`src/rtl/palette_lookup_arbiter.sv`:
```
// Round-robin arbiter sharing one palette RAM among sprite requesters.
// Two-stage lookup pipeline with backpressure and a config write port.
module palette_lookup_arbiter #(
  parameter int NUM_REQ = 4,
  parameter int NUM_PAL = 8,
  parameter int PAL_W   = $clog2(NUM_PAL),
  parameter int ID_W    = $clog2(NUM_REQ)
) (
  input  logic                     i_clk,
  input  logic                     i_rst,
  input  logic [NUM_REQ-1:0]       i_req_valid,
  input  logic [NUM_REQ*PAL_W-1:0] i_req_pal,
  input  logic [NUM_REQ*4-1:0]     i_req_idx,
  output logic [NUM_REQ-1:0]       o_req_ready,
  input  logic                     i_cfg_we,
  input  logic [PAL_W-1:0]         i_cfg_pal,
  input  logic [3:0]               i_cfg_idx,
  input  logic [23:0]              i_cfg_color,
  output logic                     o_rsp_valid,
  output logic [ID_W-1:0]          o_rsp_id,
  output logic [23:0]              o_rsp_color,
  output logic                     o_rsp_transparent,
  input  logic                     i_rsp_ready
);

  localparam int DEPTH = NUM_PAL * 16;

  logic [23:0]      mem [DEPTH];
  logic             advance;
  logic [ID_W-1:0]  rr;
  logic [NUM_REQ-1:0] grant;
  logic             gnt_any;
  logic [ID_W-1:0]  gnt_id;
  logic [PAL_W-1:0] gnt_pal;
  logic [3:0]       gnt_idx;
  int unsigned      slot;

  logic             a_vld;
  logic [ID_W-1:0]  a_id;
  logic [PAL_W-1:0] a_pal;
  logic [3:0]       a_idx;
  logic [23:0]      rd_data;

  // Config writes always land; they stall the pipeline for that cycle.
  assign advance = !i_rst && !i_cfg_we && (!o_rsp_valid || i_rsp_ready);

  // Palette RAM write port; contents survive reset.
  always_ff @(posedge i_clk) begin
    if (i_cfg_we)
      mem[{i_cfg_pal, i_cfg_idx}] <= i_cfg_color;
  end

  // Round-robin search for the first valid requester starting at rr.
  always_comb begin
    grant   = '0;
    gnt_any = 1'b0;
    gnt_id  = '0;
    slot    = 0;
    if (advance) begin
      for (int i = 0; i < NUM_REQ; i++) begin
        slot = (int'(rr) + i) % NUM_REQ;
        if (!gnt_any && i_req_valid[slot]) begin
          gnt_any     = 1'b1;
          grant[slot] = 1'b1;
          gnt_id      = ID_W'(slot);
        end
      end
    end
  end

  assign o_req_ready = grant;
  assign gnt_pal = i_req_pal[int'(gnt_id)*PAL_W +: PAL_W];
  assign gnt_idx = i_req_idx[int'(gnt_id)*4 +: 4];
  assign rd_data = mem[{a_pal, a_idx}];

  // Pointer moves past the winner so every requester gets a turn.
  always_ff @(posedge i_clk) begin
    if (i_rst)
      rr <= '0;
    else if (gnt_any)
      rr <= (int'(gnt_id) == NUM_REQ - 1) ? '0 : gnt_id + 1'b1;
  end

  // Stage A captures the granted request (or a bubble).
  always_ff @(posedge i_clk) begin
    if (i_rst) begin
      a_vld <= 1'b0;
      a_id  <= '0;
      a_pal <= '0;
      a_idx <= '0;
    end else if (advance) begin
      a_vld <= gnt_any;
      a_id  <= gnt_id;
      a_pal <= gnt_pal;
      a_idx <= gnt_idx;
    end
  end

  // Stage B reads the RAM; index 0 is forced transparent black.
  always_ff @(posedge i_clk) begin
    if (i_rst) begin
      o_rsp_valid       <= 1'b0;
      o_rsp_id          <= '0;
      o_rsp_color       <= '0;
      o_rsp_transparent <= 1'b0;
    end else if (advance) begin
      o_rsp_valid       <= a_vld;
      o_rsp_id          <= a_id;
      o_rsp_transparent <= (a_idx == 4'd0);
      o_rsp_color       <= (a_idx == 4'd0) ? 24'h000000 : rd_data;
    end
  end

endmodule

```
`config.mk`:
```
export PLATFORM = sky130hd
export DESIGN_NAME = palette_lookup_arbiter
export DESIGN_NICKNAME = d
export VERILOG_FILES = /design/src/rtl/palette_lookup_arbiter.sv
export SDC_FILE = /design/constraint.sdc
export NUM_CORES = 2
export LEC_CHECK = 0
export ABC_AREA = 1
export CORE_MARGIN = 4
export CORE_UTILIZATION = 30
export DETAILED_ROUTE_END_ITERATION = 6
export GPL_TIMING_DRIVEN = 0
export SYNTH_ARGS = -nofsm -noshare
export SYNTH_HDL_FRONTEND = slang
export SYNTH_SLANG_ARGS = --single-unit
```
`constraint.sdc`:
```
create_clock -name i_clk -period 7.9 [get_ports i_clk]
set_input_delay 1.185 -clock i_clk [delete_from_list [all_inputs] [get_ports i_clk]]
set_output_delay 1.185 -clock i_clk [all_outputs]
set_load 0.01 [all_outputs]
```
* After elaboration in Yosys (flattened, before gate mapping)
Memories as Yosys holds them, arrays and structs flattened. A register that Yosys moved wholly into a read port is not among the register bits.
Index checks and enable logic that the tools add are counted.
** Cells by class
- $add $sub $neg :: 4
- Mux-type cells :: 43
- Reductions and logical operators :: 20
- Bitwise operators :: 6
- Eq/ne operators :: 1
- $mul :: 1
- Order comparisons :: 8
- Shifts and indexed selects :: 2
** Operators by type and width (number)
- >= comparator 32 x 1 -> 1 bit, second input constant :: 3
- less-than comparator 32 x 3 -> 1 bit, second input constant :: 3
- two-way mux 4 bit :: 8
- two-way mux 24 bit :: 1
- two-way mux 1 bit :: 18
- variable part select 16 x 5 -> 4 bit :: 1
- two-way mux 7 bit :: 2
- two-way mux 2 bit :: 6
- OR 4 bit :: 3
- variable part select 12 x 5 -> 3 bit :: 1
- logical AND 1 bit :: 9
- binary-select mux 1 bit (select 2 bit) :: 4
- demux 1 bit (select 2 bit) :: 4
- zero test 1 bit :: 6
- OR reduction 2 bit :: 3
- adder 2 x 1 -> 2 bit, second input constant :: 2
- adder 2 bit, second input constant :: 2
- zero test 4 bit :: 1
- multiplier 2 x 2 -> 4 bit, second input constant :: 1
- bitwise AND 1 bit, first input constant :: 3
- less-than comparator 2 x 3 -> 1 bit, second input constant :: 1
- == test 2 x 1 -> 1 bit, second input constant :: 1
- >= comparator 2 x 1 -> 1 bit, second input constant :: 1
- logical OR 1 bit :: 1
** Word-level totals
- Output and inout port bits :: 32
- Bits in registers :: 40
- RAM bits :: 3072
- Input bits :: 67
- Memories kept :: 1
- Word-level logic and storage cells :: 95
** Memory list
- mem :: depth 128, width 24, read ports 1, clocked after Yosys merged registers in 1, wr ports 1, line 28 : logic [23:0] mem [DEPTH];

* Longest topological paths before layout
- Word-level depth :: 20
- Mapped depth :: 16

* Least setup slack after synthesis
Ideal clock, no wire load.
- Kind :: input -> register
- From :: input i_cfg_pal[2]
- To :: memory mem[90][0], enable pin
- Path slack :: 4.168 ns
- Stages :: 4
- Arrival time :: 3.297 ns
- Cell sequence :: inv_1 -> nor2_1 -> nand2_1 -> nor3_1
** RTL lines
- start, declared :: line 16 : input logic [PAL_W-1:0] i_cfg_pal,
- end, declared :: line 28
No word-level cell before the write port.

==> reports/qor.yml <==
placed_design:
  io_buffers: 98
  hpwl_um: 369000
  dp_cells: 16200
  place.gp.congestion: 0.981
  dp_slack_ps: 2330
final_layout:
  fillers: 40100
  drive_above_1_share: 0.117
  nets: 11100
  fin_cells: 16800
  multi_input_area_um2: 29500
  seqCellArea_um2: 93200
  area_growth_pct: 18.6
clocking:
  clk_pin_slew_worst_paths_ps: 60
  postCtsSetupBuffers: 0
  postCtsHoldBufs: 0
  clkLatencyLatePin_ps: 950
  cts_buffers: 328
  clockRootBuffer: "clkbuf_16"
  clock_path_buffers: 4
  cts_resized: 0
  cts_tree: "built"
  cts_num_sinks: 3119
  htreeDepth: 5
timing:
  fmax_ghz: 0.198
  fin_crit_sh: 0.638
  finalCriticalPeriod_ps: 5040
  worst_slew_pin_slew_ps: 1640
  timing.hold.ws_ps: 446
  fin_tns_setup_ps: 0
  fin_skew_ps: 66.6
  slew_headroom: -0.0915
  finalHoldViolations: 0
  maxSlewViolCount: 55
  setup_viol: 0
  layout_setup_ws_ps: 2860
  rsz0062_at_grt: "false"
floorplanning:
  ios: 99
  start_util: 0.301
  fp.dieH_um: 655
  die-area_um2: 429000
  die_x_um: 655
  core_region_area_um2: 417000
  rows: 237
routing:
  routed_wl_um: 533000
  first_iter_violations: 17900
  drc: 8
  vias_per_cell: 5.62
  wl_per_cell_um: 31.8
  drtAntennaViolNets: 0
  num_vias: 94200
  drtPass1Iterations: 7
logic_synthesis:
  synth_cell_type_count: 30
  yosys-mux-area-fraction: 0
  synth-compound-area-share: 0.00124
  synth_area_leader_cell: "edfxtp_1"
  yosys-top-cells-count: "nand2_1, edfxtp_1, nand3_1"
  yosysSeqAreaShare: 0.742
  synthAdderAreaFrac: 0.000797
  yosysWarningCount: 0
  avgSynthCellArea_um2: 12.1
  synth.most_common_cell: "nand2_1"
  netlist_area_um2: 126000
  ys.flop_type: "edfxtp_1"
  synth.top_cell.area_share: 0.734
  synth.net_count: 10500
  synthTopCellsByArea: "edfxtp_1, nand3_1, nand2_1"
  synth_edf_count: 3072
  synth_top_family_by_area: "simple AND/OR/NAND/NOR gates"
  synth-simple-area-share: 0.225
  synthXorXnorAreaFrac: 0
  synthCells: 10400
  synth_seq_cells: 3119
  synthArstFlopShare: 0
hold_path:
  hold_path.class: "flip-flop to flip-flop"
power_and_ir_drop:
  powerDensity_nw_per_um2: 261
  seqPwrFrac: 0.471
  pwr-share-clk: 0.390
  p_leak_uw: 0.0514
  switching_share: 0.284
  ir_drop_mv: 0.175
  pwr-share-comb: 0.139
  power_uw: 38800
  power.switching_uw: 11000
  cell_internal_pwr_uw: 27800
critical_path:
  critPathArrivalTime_ps: 5900
  end_kind: "flip-flop"
  critPathRequiredTime_ps: 8760
  reg2reg_setup_slack_ps: 2860
  path_max_fanout: 10
  setup.worst_path.class: "flip-flop to flip-flop"
  start_kind: "flip-flop"
global_routing:
  grt_use_total: 0.240
  grt_max_degree: 106
  grt_pass1_wl_um: 710000
  gr-total-overflow: 0
  grt_pass1_vias: 84000
  antenna_found_initial: 43
outcome:
  violations: "DRC, capacitance limit, slew limit"
  status: "complete, but fails checks"
job:
  drv_cap: 7
-- stage by stage --
stage	area (µm²)	utilization
finish	149000	0.357
global route	149000	0.357
CTS	149000	0.357
detailed placement	139000	0.333
global placement	134000	0.320
floorplan	126000	-
-- path summary, 6_finish.rpt --
path / to / cells after the start / start
max: o_rsp_color[23] / 11 / flip-flop
min: flip-flop / 2 / a_pal[1]
max reg2reg: o_rsp_color[23] / 11 / flip-flop
min reg2reg: flip-flop / 2 / a_pal[1]
-- worst max-delay path: stages, from the launching register on --
cell	delay (ps)
dfxtp_1	310
buf_2	460
buf_2	650
buf_1	1110
nand3_1	400
nand3_1	270
nand3_1	190
nand3_1	350
nand3_1	640
nand2_1	380
nand2_1	100
nand2_1	70
-- layer usage --
layer	vias up	part of all wire	routed length, µm	global-route usage
li1	38400	-	-	-
met2	8221	0.41	221000	0.341
met1	46000	0.35	186000	0.308
met5	-	0.00029	155	0.00113
met4	16	0.075	39800	0.150
met3	1606	0.16	85800	0.0862
-- cell families (layout without fill, tap and decap cells) --
family                   Yosys count  after routing
AND/OR/NAND/NOR                 6487           6487
flip-flops                      3119           3119
buffers and inverters            749           1613
AO/OA/AOI/OAI                     30             30
adder cells (fa/ha/maj)            8              8
other                              0             22
-- cell type report --
| cell class | count | share of cell area |
|---|---|---|
| Inverter | 56 | 0.00148 |
| Multi-Input combinational cell | 6525 | 0.198 |
| Timing Repair Buffer | 285 | 0.0349 |
| Buffer | 693 | 0.0250 |
| Clock buffer | 406 | 0.0573 |
| Sequential cell | 3119 | 0.625 |
| Tap cell | 5497 | 0.0462 |
| Clock inverter | 173 | 0.0115 |
| Antenna cell | 22 | 0.000369 |
-- state kept, by name, summed over array words and instances (netlist names), 2 cells and up, named ones only --
signal / flops
a_idx: 4
a_pal: 3
a_id: 2
mem: 3072
o_rsp_color: 24
rr: 2
o_rsp_id: 2
-- layout by cell type (no fill, tap or decap), types with 5 or more instances in the layout --
cell type and n:
bufinv_16 19, buf_16 73, clkinv_8 7, nor3_1 9, nand2_2 8, clkdlybuf4s50_1 74, clkinv_2 51, inv_1 48
clkbuf_2 6, buf_2 374, clkinv_1 68, buf_4 111, nand2_1 3262, ha_1 8, buf_6 59, buf_12 106
buf_1 75, nor2_4 128, diode_2 22, a21oi_1 5, dfxtp_1 47, clkbuf_1 176, clkinv_16 9, clkinvlp_4 8
clkbuf_16 329, inv_16 7, edfxtp_1 3072, nor2_1 11, o21ai_0 20, nand3_1 3058
-- power by group through the flow --
| stage | clock network (µW) | logic, µW | registers (µW) |
|---|---|---|---|
| final | 15100 | 5390 | 18300 |
| after floorplan | 0 | 2380 | 18600 |
| after global placement | 0 | 4940 | 18800 |
| after global routing | 15800 | 5470 | 18300 |
| after detailed placement | 0 | 5070 | 18700 |
| after CTS | 15100 | 5080 | 18300 |
No activity file was read; power rests on OpenSTA's default activity.
